### config.mk
export PLATFORM = sky130hd
export DESIGN_NAME = mmio_uart_tx
export DESIGN_NICKNAME = d
export VERILOG_FILES = /design/src/rtl/mmio_uart_tx.sv
export SDC_FILE = /design/constraint.sdc
export NUM_CORES = 1
export LEC_CHECK = 0
export BUFFER_PORTS_ARGS = -buffer_cell sky130_fd_sc_hd__buf_4
export CAP_MARGIN = 10
export CORE_MARGIN = 3
export CORE_UTILIZATION = 59
export CTS_BUF_LIST = sky130_fd_sc_hd__clkbuf_2 sky130_fd_sc_hd__clkbuf_4 sky130_fd_sc_hd__clkbuf_8
export DETAILED_ROUTE_END_ITERATION = 10
export MAX_ROUTING_LAYER = met4
export PLACE_DENSITY_LB_ADDON = 0.15
export SYNTH_ARGS = -nofsm -noshare
export SYNTH_HDL_FRONTEND = slang
export SYNTH_SLANG_ARGS = --single-unit
### constraint.sdc
create_clock -name clk -period 3.1 [get_ports clk]
set_input_delay 0.31 -clock clk [delete_from_list [all_inputs] [get_ports clk]]
set_output_delay 0.31 -clock clk [all_outputs]
set_load 0.005 [all_outputs]
### src/rtl/mmio_uart_tx.sv
// mmio_uart_tx: memory-mapped 8N1 UART transmitter with a byte TX FIFO.
// Register window (8 bytes at BASE_ADDR): +0 TXDATA (write pushes a byte), +4 STATUS.
// Optional feature macro: UART_TX_IRQ_EN adds the irq output and STATUS.ie (bit 9).
module mmio_uart_tx #(
    parameter logic [31:0] BASE_ADDR  = 32'h0000_1000,
    parameter int unsigned BAUD_DIV   = 434,
    parameter int unsigned FIFO_DEPTH = 16
) (
    input  logic        clk,
    input  logic        reset,
    input  logic [3:0]  MemWrite_EN,
    input  logic [31:0] MemAddr,
    input  logic [31:0] WriteData,
    output logic [31:0] ReadData,
    output logic        mmio_sel,
`ifdef UART_TX_IRQ_EN
    output logic        irq,
`endif
    output logic        uart_txd
);

    localparam int unsigned PTR_W  = $clog2(FIFO_DEPTH);
    localparam int unsigned CNT_W  = $clog2(FIFO_DEPTH + 1);
    localparam int unsigned BAUD_W = $clog2(BAUD_DIV);

    localparam logic [BAUD_W-1:0] BAUD_RELOAD = BAUD_W'(BAUD_DIV - 1);
    localparam logic [CNT_W-1:0]  CNT_FULL    = CNT_W'(FIFO_DEPTH);

    typedef enum logic [1:0] {
        ST_IDLE  = 2'd0,
        ST_START = 2'd1,
        ST_DATA  = 2'd2,
        ST_STOP  = 2'd3
    } tx_state_t;

    // Bus decode
    logic hit;
    logic push_req;
    logic push_ok;
    logic stat_wr;
    logic ovf_set;

    // FIFO
    logic [7:0]       fifo_mem [FIFO_DEPTH];
    logic [PTR_W-1:0] wr_ptr;
    logic [PTR_W-1:0] rd_ptr;
    logic [CNT_W-1:0] fifo_cnt;
    logic             fifo_full;
    logic             fifo_empty;

    // TX engine
    tx_state_t         state;
    tx_state_t         state_nxt;
    logic [BAUD_W-1:0] baud_cnt;
    logic [BAUD_W-1:0] baud_cnt_nxt;
    logic [7:0]        shift;
    logic [7:0]        shift_nxt;
    logic [2:0]        bit_idx;
    logic [2:0]        bit_idx_nxt;
    logic              txd_nxt;
    logic              pop;
    logic              bit_end;

    logic        ovf;
    logic [31:0] status;

    // Bits of the bus that this block does not decode
    logic unused_bus_bits;
    assign unused_bus_bits = &{1'b0, MemAddr[1:0], MemWrite_EN[3:1], WriteData[31:8]};

    // Address window decode and write qualification
    assign hit        = (MemAddr[31:3] == BASE_ADDR[31:3]);
    assign push_req   = hit && !MemAddr[2] && MemWrite_EN[0];
    assign stat_wr    = hit && MemAddr[2] && MemWrite_EN[0];
    assign fifo_full  = (fifo_cnt == CNT_FULL);
    assign fifo_empty = (fifo_cnt == '0);
    assign push_ok    = push_req && (!fifo_full || pop);
    assign ovf_set    = push_req && !push_ok;
    assign bit_end    = (baud_cnt == '0);

    // FIFO storage; contents need no reset since count gates every read
    always_ff @(posedge clk) begin
        if (push_ok) begin
            fifo_mem[wr_ptr] <= WriteData[7:0];
        end
    end

    // FIFO pointers and occupancy
    always_ff @(posedge clk) begin
        if (reset) begin
            wr_ptr   <= '0;
            rd_ptr   <= '0;
            fifo_cnt <= '0;
        end else begin
            if (push_ok) begin
                wr_ptr <= wr_ptr + PTR_W'(1);
            end
            if (pop) begin
                rd_ptr <= rd_ptr + PTR_W'(1);
            end
            case ({push_ok, pop})
                2'b10:   fifo_cnt <= fifo_cnt + CNT_W'(1);
                2'b01:   fifo_cnt <= fifo_cnt - CNT_W'(1);
                default: fifo_cnt <= fifo_cnt;
            endcase
        end
    end

    // TX FSM state register
    always_ff @(posedge clk) begin
        if (reset) begin
            state <= ST_IDLE;
        end else begin
            state <= state_nxt;
        end
    end

    // TX FSM next state, baud timing, shifter and line level
    always_comb begin
        state_nxt    = state;
        baud_cnt_nxt = baud_cnt;
        shift_nxt    = shift;
        bit_idx_nxt  = bit_idx;
        pop          = 1'b0;
        case (state)
            ST_IDLE: begin
                if (!fifo_empty) begin
                    pop          = 1'b1;
                    shift_nxt    = fifo_mem[rd_ptr];
                    baud_cnt_nxt = BAUD_RELOAD;
                    state_nxt    = ST_START;
                end
            end
            ST_START: begin
                if (bit_end) begin
                    baud_cnt_nxt = BAUD_RELOAD;
                    bit_idx_nxt  = 3'd0;
                    state_nxt    = ST_DATA;
                end else begin
                    baud_cnt_nxt = baud_cnt - BAUD_W'(1);
                end
            end
            ST_DATA: begin
                if (bit_end) begin
                    baud_cnt_nxt = BAUD_RELOAD;
                    shift_nxt    = {1'b0, shift[7:1]};
                    bit_idx_nxt  = bit_idx + 3'd1;
                    if (bit_idx == 3'd7) begin
                        state_nxt = ST_STOP;
                    end
                end else begin
                    baud_cnt_nxt = baud_cnt - BAUD_W'(1);
                end
            end
            ST_STOP: begin
                if (bit_end) begin
                    state_nxt = ST_IDLE;
                end else begin
                    baud_cnt_nxt = baud_cnt - BAUD_W'(1);
                end
            end
            default: begin
                state_nxt = ST_IDLE;
            end
        endcase

        // Line level follows the state being entered so uart_txd stays registered
        case (state_nxt)
            ST_START: txd_nxt = 1'b0;
            ST_DATA:  txd_nxt = shift_nxt[0];
            default:  txd_nxt = 1'b1;
        endcase
    end

    // TX datapath registers and serial line
    always_ff @(posedge clk) begin
        if (reset) begin
            baud_cnt <= '0;
            shift    <= '0;
            bit_idx  <= '0;
            uart_txd <= 1'b1;
        end else begin
            baud_cnt <= baud_cnt_nxt;
            shift    <= shift_nxt;
            bit_idx  <= bit_idx_nxt;
            uart_txd <= txd_nxt;
        end
    end

    // Sticky overflow flag; a same-cycle overflow beats the clear
    always_ff @(posedge clk) begin
        if (reset) begin
            ovf <= 1'b0;
        end else if (ovf_set) begin
            ovf <= 1'b1;
        end else if (stat_wr && WriteData[3]) begin
            ovf <= 1'b0;
        end
    end

`ifdef UART_TX_IRQ_EN
    logic ie;

    // Interrupt enable and registered "transmitter drained" interrupt
    always_ff @(posedge clk) begin
        if (reset) begin
            ie  <= 1'b0;
            irq <= 1'b0;
        end else begin
            if (hit && MemAddr[2] && MemWrite_EN[1]) begin
                ie <= WriteData[9];
            end
            irq <= ie && fifo_empty && (state == ST_IDLE);
        end
    end
`endif

    // STATUS register image (pre-write state)
    always_comb begin
        status      = '0;
        status[0]   = fifo_full;
        status[1]   = fifo_empty;
        status[2]   = (state != ST_IDLE);
        status[3]   = ovf;
        status[8:4] = 5'(fifo_cnt);
`ifdef UART_TX_IRQ_EN
        status[9]   = ie;
`endif
    end

    // Registered read port, one-cycle latency like the data BRAM
    always_ff @(posedge clk) begin
        if (reset) begin
            ReadData <= '0;
            mmio_sel <= 1'b0;
        end else begin
            mmio_sel <= hit;
            ReadData <= (hit && MemAddr[2]) ? status : '0;
        end
    end

endmodule

==> results of run 1 <==
[per-stage QoR]
stage          cell area, um2  hold WS, ns
3_3_place_gp             8132       0.4693
4_1_cts                  8467       0.1303
5_1_grt                  8467       0.1294
6_report                 8467       0.1550
2_1_floorplan            7696       0.4089
3_5_place_dp             8132       0.4723
[state kept, by name, summed over array words and instances, names as in the netlist, named ones only]
register,flops
ReadData,9
baud_cnt,9
bit_idx,3
fifo_cnt,5
fifo_mem,128
mmio_sel,1
ovf,1
rd_ptr,4
shift,8
state,2
uart_txd,1
wr_ptr,4
[cell families after synthesis]
group,Yosys count
xor+xnor,13
buf+inv,55
mux,55
fa+ha+maj,17
other cells,1
compound gates,89
flops,179
simple gates,141
[worst min-delay path by stage]
stage / endpoint
floorplan: fifo_mem[0][0]
global placement: ReadData[3]
detailed placement: ReadData[3]
CTS: ovf
global route: fifo_mem[9][7]
finish: fifo_mem[8][7]
[cell usage in the layout (no fill, tap or decap), types with 7 or more instances in the layout]
cell	synthesis	routed
mux2i_1	29	29
mux4_2	17	17
buf_4	23	66
dfxtp_1	51	50
o21ai_0	15	15
ha_1	16	16
nor4_1	9	9
nor2_1	51	51
mux2_2	8	8
clkbuf_8	0	17
nand2_1	15	15
nor2b_1	8	8
inv_1	10	10
o32ai_1	9	9
conb_1	1	23
xor2_1	7	7
o22ai_1	7	7
nor3_1	11	11
edfxtp_1	128	128
and2_1	8	8
a21oi_1	27	27
[routing by layer]
layer  GRT usage  up-vias  share of wire
met5           -        -              0
met4     0.06800        0          0.013
met3     0.05325       19          0.066
met2      0.3637      170           0.49
met1      0.3109     2298           0.43
li1            -     2152              -
[where the power goes]
part	leakage [nW]	switching [mW]	total, mW	internal [mW]
combinational	1.26	1.07	1.96	0.887
sequential	1.57	0.159	2.88	2.72
clock	0.167	0.836	1.39	0.556
[final cells by class]
| type | count | share of cell area |
|---|---|---|
| timing repair buffer | 66 | 0.05852 |
| sequential | 179 | 0.5747 |
| clock buffer | 17 | 0.02763 |
| clock inverter | 14 | 0.01197 |
| multi-input combinational | 338 | 0.2979 |
| tap | 168 | 0.02483 |
| inverter | 10 | 0.004433 |
[synthesized netlist by cell type, types with 2 or more instances]
library cell / number / share of area
nand4_1: 3 / 0.0025
a21boi_0: 6 / 0.0059
nor3_1: 11 / 0.0072
dfxtp_1: 51 / 0.13
edfxtp_1: 128 / 0.50
nand3_1: 4 / 0.0026
mux2i_1: 29 / 0.038
buf_4: 23 / 0.023
and3_1: 5 / 0.0041
o21ai_0: 15 / 0.0099
nor3b_1: 4 / 0.0039
mux2_2: 8 / 0.012
nor4_1: 9 / 0.0074
a31oi_1: 2 / 0.0016
and4_1: 2 / 0.0023
or3_1: 2 / 0.0016
xor2_1: 7 / 0.0081
inv_1: 10 / 0.0049
a21oi_1: 27 / 0.018
and2_1: 8 / 0.0066
clkbuf_1: 13 / 0.0064
or2_2: 3 / 0.0025
mux4_2: 17 / 0.050
nor2b_1: 8 / 0.0066
o32ai_1: 9 / 0.010
buf_2: 6 / 0.0039
o22ai_1: 7 / 0.0058
nand2b_1: 6 / 0.0049
xnor2_1: 6 / 0.0069
ha_1: 16 / 0.026
a22oi_1: 6 / 0.0059
nand2_1: 15 / 0.0074
o221ai_1: 6 / 0.0069
a21o_1: 2 / 0.0020
nor2_1: 51 / 0.025
[worst max-delay path, stage by stage, from the launching register on]
cell and delay [ns]:
dfxtp_1 0.38, or4_4 0.60, o21ai_1 0.25, a21oi_1 0.17, fa_1 0.45, a21o_1 0.18, a21oi_1 0.18, nor3b_1 0.07
a21oi_1 0.19, mux2_2 0.35
==> results.py, run 1 <==
metrics = {
    "floorplanning": {
        "placement_rows": 40,
        "io_pins": 104,
        "initial_core_util": 0.6184,
        "die_height_um": 119.6,
        "die_w_um": 119.6,
        "core_um2": 12310,
        "dieArea_um2": 14300,
    },
    "worst_setup_path": {
        "end_kind": "flip-flop",
        "rr_worst_depth": 9,
        "r2r_slack_ns": 0.17,
        "startpoint": "fifo_cnt[0]",
        "crit_required_ns": 3.45,
        "worstSetupPathType": "reg -> reg",
        "start_kind": "flip-flop",
        "critPathMaxFanout": 6,
        "cp-endpoint": "fifo_cnt[4]",
        "r2r-end": "fifo_cnt[4]",
        "r2r-start": "fifo_cnt[0]",
        "critical_path_arrival_ns": 3.28,
    },
    "sta": {
        "setup_viol": 0,
        "timing.final.hold_violations": 0,
        "max_clock_freq_mhz": 341.8,
        "maxSlewViolCount": 0,
        "min_period_ns": 2.926,
        "tightest_slew_ns": 1.030,
        "skew_ns": 0.01266,
        "finalCritPeriodShare": 0.9437,
        "slew_headroom": 0.3110,
        "grt_setup_unrepaired": "no",
        "fin_ws_ns": 0.1744,
        "setup-tns-final_ns": 0,
    },
    "logic_synthesis": {
        "synth-main-ff-cell": "edfxtp_1",
        "yosys_warnings": 0,
        "yosys_register_bits": 179,
        "postSynthCellCount": 550,
        "syn_avg_cell_area_um2": 13.84,
        "synth_edf_count": 128,
        "ys_seq_area_frac": 0.6389,
        "synth_top_family_by_area": "multiplexers",
        "synth_xor_area_frac": 0.01495,
        "synthAdderAreaFrac": 0.02892,
        "ys_types": 60,
        "synth.mux.area_fraction": 0.1022,
        "synthSimpleGateAreaFrac": 0.09712,
        "synthArstFlopShare": 0,
        "synth_compound_area_frac": 0.07675,
        "synth_area_um2": 7614,
    },
    "cts": {
        "cts_buffer_depth": 2,
        "post_cts_resize_count": 0,
        "cts_made_buffers": 17,
        "clkTransAtPathRegs_ns": 0.09,
        "clock_sinks": 179,
        "clk_latency_ns": 0.46,
        "cts_tree": "yes",
        "root_buffer": "clkbuf_8",
        "postCtsSetupBuffers": 0,
        "cts_hold_buf": 0,
        "cts_max_level": 4,
    },
    "drt": {
        "postRouteAntennaNets": 0,
        "wirelength_mm": 15.16,
        "wire_per_inst_um": 19.14,
        "route.detailed.drc": 0,
        "vias": 4639,
        "dr.pass1.iters": 5,
        "drtIter0Drc": 389,
        "viasPerCell": 5.857,
    },
    "final_layout": {
        "nNetsFinal": 699,
        "multiInputGateArea_um2": 2522,
        "fin_cells": 792,
        "postLayoutCoreUtil": 0.6877,
        "fillCellCount": 901,
        "area_delta_synth_final_pct": 11.21,
        "drive_gt1_frac": 0.2115,
        "num_antenna_cells": 0,
        "area.sequential_um2": 4866,
    },
    "min_path": {
        "min-delay-start": "WriteData[7]",
        "hold_path.class": "in -> reg",
        "whs_path_depth": 1,
    },
    "global_route": {
        "antenna_found_initial": 0,
        "grt_overflow": 0,
        "grt_max_degree": 41,
        "grt_pass1_vias": 4591,
        "grt_pass1_wl_mm": 24.63,
        "grt_usage": 0.2330,
    },
    "place": {
        "gp_congestion": 0.8531,
        "place_hpwl_mm": 10.39,
        "pre_cts_slack_ns": 0.2049,
        "placed_cells": 761,
        "portBuffers": 51,
    },
    "run_status": {
        "status": "completed",
    },
    "power": {
        "ir_worst_vdd_mv": 0.5833,
        "power.leakage_nw": 2.990,
        "finalPower_mw": 6.235,
        "powerDensity_nw_per_um2": 736.4,
    },
    "flow_run": {
        "cap_violations": 0,
    },
}
Note: power is estimated with default switching activity, not from simulation.
==> run 2, diff against run 1 <==
--- a/config.mk
+++ b/config.mk
@@ -12,7 +12,7 @@
 export CTS_BUF_LIST = sky130_fd_sc_hd__clkbuf_2 sky130_fd_sc_hd__clkbuf_4 sky130_fd_sc_hd__clkbuf_8
 export DETAILED_ROUTE_END_ITERATION = 10
 export MAX_ROUTING_LAYER = met4
-export PLACE_DENSITY_LB_ADDON = 0.15
+export PLACE_DENSITY = 0.82
 export SYNTH_ARGS = -nofsm -noshare
 export SYNTH_HDL_FRONTEND = slang
 export SYNTH_SLANG_ARGS = --single-unit
==> results.py, run 2 (same netlist as run 1, synthesis figures left out) <==
metrics = {
    "worst_setup_path": {
        "critPathMaxFanout": 6,
        "worstSetupPathType": "reg -> reg",
        "worstPathCellList": "or4_4 > o21ai_2 > a21oi_1 > fa_1 > a21o_1 > a21oi_1 > nor3b_1 > a21oi_1 > mux2_2",
        "critical_path_arrival_ns": 3.24,
        "start_kind": "flip-flop",
        "cp_common_cell": "a21oi_1",
        "crit_required_ns": 3.46,
        "slowest_delay_ns": 0.60,
        "end_kind": "flip-flop",
        "cpMaxStageDelayCell": "or4_4",
    },
    "run_status": {
        "status": "completed",
    },
    "cts": {
        "root_buffer": "clkbuf_8",
        "clock_sinks": 179,
        "cts_max_level": 4,
        "cts_tree": "yes",
        "cts_buffer_depth": 2,
        "postCtsSetupBuffers": 0,
        "cts_hold_buf": 0,
        "clk_latency_ns": 0.47,
        "cts_made_buffers": 17,
        "clkTransAtPathRegs_ns": 0.09,
    },
    "final_layout": {
        "drive_gt1_frac": 0.2197,
        "largest_reg_flops": 128,
        "fillCellCount": 858,
        "regMostFlops": "fifo_mem",
        "nNetsFinal": 702,
        "reg_top3": "fifo_mem: 128 flops, ReadData: 9 flops, baud_cnt: 9 flops",
        "area_delta_synth_final_pct": 11.91,
        "final_common_cell": "edfxtp_1",
        "final_cell_mix": "edfxtp_1 (128), buf_4 (69), nor2_1 (51)",
        "fin_cells": 796,
        "num_antenna_cells": 0,
    },
    "sta": {
        "maxSlewViolCount": 0,
        "grt_setup_unrepaired": "no",
        "finalCritPeriodShare": 0.9303,
        "whs_ns": 0.1228,
        "setup-tns-final_ns": 0,
        "min_period_ns": 2.884,
        "timing.final.hold_violations": 0,
        "skew_ns": 0.01785,
        "slew_headroom": 0.4256,
        "max_clock_freq_mhz": 346.7,
        "setup_viol": 0,
        "tightest_slew_ns": 0.8585,
    },
    "drt": {
        "wire_per_inst_um": 18.71,
        "route.detailed.drc": 0,
        "dr.pass1.iters": 5,
        "viasPerCell": 5.756,
        "postRouteAntennaNets": 0,
        "wirelength_mm": 14.89,
        "vias": 4582,
        "drtIter0Drc": 427,
    },
    "place": {
        "placed_cells": 764,
        "place_hpwl_mm": 10.47,
        "gp_congestion": 0.8857,
        "portBuffers": 51,
    },
    "floorplanning": {
        "placement_rows": 40,
        "core_um2": 12310,
        "initial_core_util": 0.6184,
        "die_w_um": 119.6,
        "die_height_um": 119.6,
        "dieArea_um2": 14300,
        "io_pins": 104,
    },
    "power": {
        "power.leakage_nw": 3.024,
        "combPwrFrac": 0.302,
        "p_int_mw": 4.263,
        "seq_power_share": 0.466,
        "ir_worst_vdd_mv": 0.4619,
        "powerDensity_nw_per_um2": 744.3,
        "finalPower_mw": 6.342,
        "swShare": 0.3279,
        "pwr-share-clk": 0.232,
        "p_switching_mw": 2.079,
    },
    "global_route": {
        "grt_pass1_vias": 4533,
        "grt_overflow": 0,
        "grt_usage": 0.2278,
        "grt_max_degree": 41,
        "antenna_found_initial": 0,
        "grt_pass1_wl_mm": 23.82,
    },
    "flow_run": {
        "cap_violations": 0,
    },
    "min_path": {
        "hold_path.class": "in -> reg",
    },
}
[run 2: cell types whose count changed in the layout (fill, tap and decap cells not counted)]
cell	before	now
buf_4	66	69
bufinv_16	0	1
clkinv_1	3	2
clkinv_2	1	3
clkinv_4	2	1
o21ai_1	1	0
o21ai_2	0	1
[run 2: power by group through the flow]
stage	Combinational, mW	Clock (mW)	Sequential, mW
after floorplan	1.53	0	2.89
after global placement	1.81	0	3.00
after detailed placement	1.89	0	3.01
after CTS	1.90	1.50	2.95
after global routing	2.11	1.61	2.99
final	1.91	1.47	2.96
[run 2: layer usage]
metal	part of all wire	track usage
met1	0.41	0.2845
met2	0.51	0.3644
met3	0.061	0.05985
met4	0.017	0.08089
met5	0	-
[run 2: final timing paths]
| path | start | endpoint | slack, ns | cells after the start |
|---|---|---|---|---|
| setup / recovery | fifo_cnt[0] | fifo_cnt[4] | 0.22 | 9 |
| hold / removal | MemAddr[2] | ovf | 0.12 | 3 |
| setup reg to reg | fifo_cnt[0] | fifo_cnt[4] | 0.22 | 9 |
| hold reg to reg | ovf | ReadData[3] | 0.49 | 1 |
[run 2: cell type report]
cell class	instances	area (um2)	area share
Clock buffer	17	234.0	0.02746
Tap cell	168	210.2	0.02467
Timing Repair Buffer	69	518.0	0.06079
Clock inverter	15	128.9	0.01512
Multi-Input combinational cell	338	2526	0.2965
Sequential cell	179	4866	0.5711
Inverter	10	37.54	0.004405
[run 2: critical path, delay by kind of cell, from the launching register on]
kind	cells	cell delay (ns)
AOI/OAI and AO/OA	5	0.91
and+or+nand+nor	2	0.68
adders and majority gates	1	0.46
DFF	1	0.38
muxes	1	0.36
[run 2: stage by stage]
stage | area, um2 | utilization | setup WS [ns]
after global routing | 8521 | 0.6921 | 0.04148
after global placement | 8154 | 0.6623 | 0.3011
after CTS | 8517 | 0.6918 | 0.1510
after detailed placement | 8154 | 0.6623 | 0.1329
final | 8521 | 0.6921 | 0.2159
after floorplan | 7696 | - | 0.3261
[run 2: timing repair]
action / 4_1_cts / 5_1_grt
gates resized for setup: 0 / 1
endpoints found under the hold margin: 0 / 0
endpoints found under the setup margin: 0 / 1
==> run 3, diff against run 2 <==
==> constraint.sdc (replaced) <==
create_clock -name clk -period 3.1 [get_ports clk]
set_input_delay 0.465 -clock clk [delete_from_list [all_inputs] [get_ports clk]]
set_output_delay 0.465 -clock clk [all_outputs]
set_load 0.005 [all_outputs]
==> results.py, run 3 (same netlist as run 1, synthesis figures left out) <==
metrics = {
    "sta": {
        "setup-tns-final_ns": 0,
        "timing.final.hold_violations": 0,
        "setup_viol": 0,
        "slew_headroom": 0.4872,
        "skew_ns": 0.01138,
        "grt_setup_unrepaired": "no",
        "max_clock_freq_mhz": 344.8,
        "min_period_ns": 2.900,
        "tightest_slew_ns": 0.7677,
        "fin_ws_ns": 0.1997,
        "finalCritPeriodShare": 0.9356,
        "maxSlewViolCount": 0,
    },
    "floorplanning": {
        "io_pins": 104,
        "dieArea_um2": 14300,
        "die_w_um": 119.6,
        "die_height_um": 119.6,
        "core_um2": 12310,
        "placement_rows": 40,
        "initial_core_util": 0.6184,
    },
    "cts": {
        "cts_max_level": 4,
        "clock_sinks": 179,
        "root_buffer": "clkbuf_8",
        "cts_buffer_depth": 2,
        "post_cts_resize_count": 0,
        "cts_hold_buf": 0,
        "clk_latency_ns": 0.45,
        "cts_made_buffers": 17,
        "clkTransAtPathRegs_ns": 0.08,
        "postCtsSetupBuffers": 0,
        "cts_tree": "yes",
    },
    "global_route": {
        "grt_overflow": 0,
        "antenna_found_initial": 0,
        "grt_usage": 0.2322,
        "grt_pass1_vias": 4717,
        "grt_max_degree": 41,
        "grt_pass1_wl_mm": 24.50,
    },
    "final_layout": {
        "reg_top3": "fifo_mem: 128 flops, ReadData: 9 flops, baud_cnt: 9 flops",
        "final_cell_mix": "edfxtp_1 (128), buf_4 (74), nor2_1 (51)",
        "fin_cells": 799,
        "nNetsFinal": 707,
        "num_antenna_cells": 0,
        "largest_reg_flops": 128,
        "postLayoutCoreUtil": 0.6924,
        "drive_gt1_frac": 0.2235,
        "regMostFlops": "fifo_mem",
        "area_delta_synth_final_pct": 11.96,
        "final_common_cell": "edfxtp_1",
        "fillCellCount": 817,
    },
    "worst_setup_path": {
        "r2r-start": "fifo_cnt[0]",
        "end_kind": "flip-flop",
        "cp-endpoint": "fifo_cnt[4]",
        "r2r_slack_ns": 0.20,
        "worstSetupPathType": "reg -> reg",
        "rr_worst_depth": 9,
        "critPathMaxFanout": 6,
        "startpoint": "fifo_cnt[0]",
        "crit_required_ns": 3.45,
        "start_kind": "flip-flop",
        "critical_path_arrival_ns": 3.25,
        "r2r-end": "fifo_cnt[4]",
    },
    "drt": {
        "wirelength_mm": 15.13,
        "viasPerCell": 5.815,
        "dr.pass1.iters": 5,
        "route.detailed.drc": 0,
        "postRouteAntennaNets": 0,
        "drtIter0Drc": 450,
        "wire_per_inst_um": 18.94,
        "vias": 4646,
    },
    "place": {
        "portBuffers": 51,
        "gp_congestion": 0.9110,
        "placed_cells": 769,
        "pre_cts_slack_ns": 0.05978,
        "place_hpwl_mm": 10.67,
    },
    "power": {
        "finalPower_mw": 6.236,
        "powerDensity_nw_per_um2": 731.6,
        "power.leakage_nw": 3.029,
        "ir_worst_vdd_mv": 0.4425,
    },
    "min_path": {
        "whs_path_depth": 3,
        "hold_path.class": "in -> reg",
    },
    "flow_run": {
        "cap_violations": 0,
    },
    "run_status": {
        "status": "completed",
    },
}
-- run 3: changes by cell type in the layout (fill, tap and decap cells not counted), moves of 2 or more --
cell	delta
inv_8	+2
clkbuf_4	+2
clkinvlp_4	+2
buf_4	+5
inv_6	-6
-- run 3: final cells by class --
type | count | area (um2) | share of cell area
clock buffers | 19 | 249.0 | 0.02921
clock inverters | 11 | 83.83 | 0.009834
inverters | 10 | 37.54 | 0.004403
multi-input cells | 338 | 2522 | 0.2959
flip-flops and latches | 179 | 4866 | 0.5708
well taps | 168 | 210.2 | 0.02466
repair buffers | 74 | 555.5 | 0.06517
-- run 3: how the worst min path moves through the flow --
stage	from	endpoint	slack (ns)
after floorplan	ovf	ReadData[3]	0.45
after global placement	shift[7]	shift[7]	0.47
after detailed placement	shift[7]	shift[7]	0.48
after CTS	WriteData[7]	fifo_mem[12][7]	0.29
after global routing	WriteData[7]	fifo_mem[1][7]	0.29
final	MemAddr[2]	ovf	0.31
-- run 3: where the power goes --
part / switching [mW] / leakage (nW) / internal [mW]
Combinational: 1.03 / 1.30 / 0.893
Clock: 0.801 / 0.162 / 0.568
Sequential: 0.219 / 1.57 / 2.72
Total: 2.05 / 3.03 / 4.18
-- run 3: layer usage --
metal  vias up  global-route usage  part of all wire
li1       2165                   -                 -
met1      2296              0.2950              0.42
met2       158              0.3768              0.51
met3        27             0.05278             0.055
met4         0             0.07301             0.017
met5         -                   -                 0
-- run 3: through the flow --
stage | hold WS (ns) | area (um2)
2_1_floorplan | 0.4467 | 7696
3_3_place_gp | 0.4720 | 8192
3_5_place_dp | 0.4811 | 8192
4_1_cts | 0.2858 | 8524
5_1_grt | 0.2904 | 8524
6_report | 0.3092 | 8524
-- run 3: worst max-delay path: stages (launching register included) --
cell,delay [ns]
dfxtp_1,0.38
or4_4,0.60
o21ai_1,0.24
a21oi_1,0.16
fa_1,0.45
a21o_1,0.17
a21oi_1,0.18
nor3b_1,0.07
a21oi_1,0.19
mux2_2,0.35
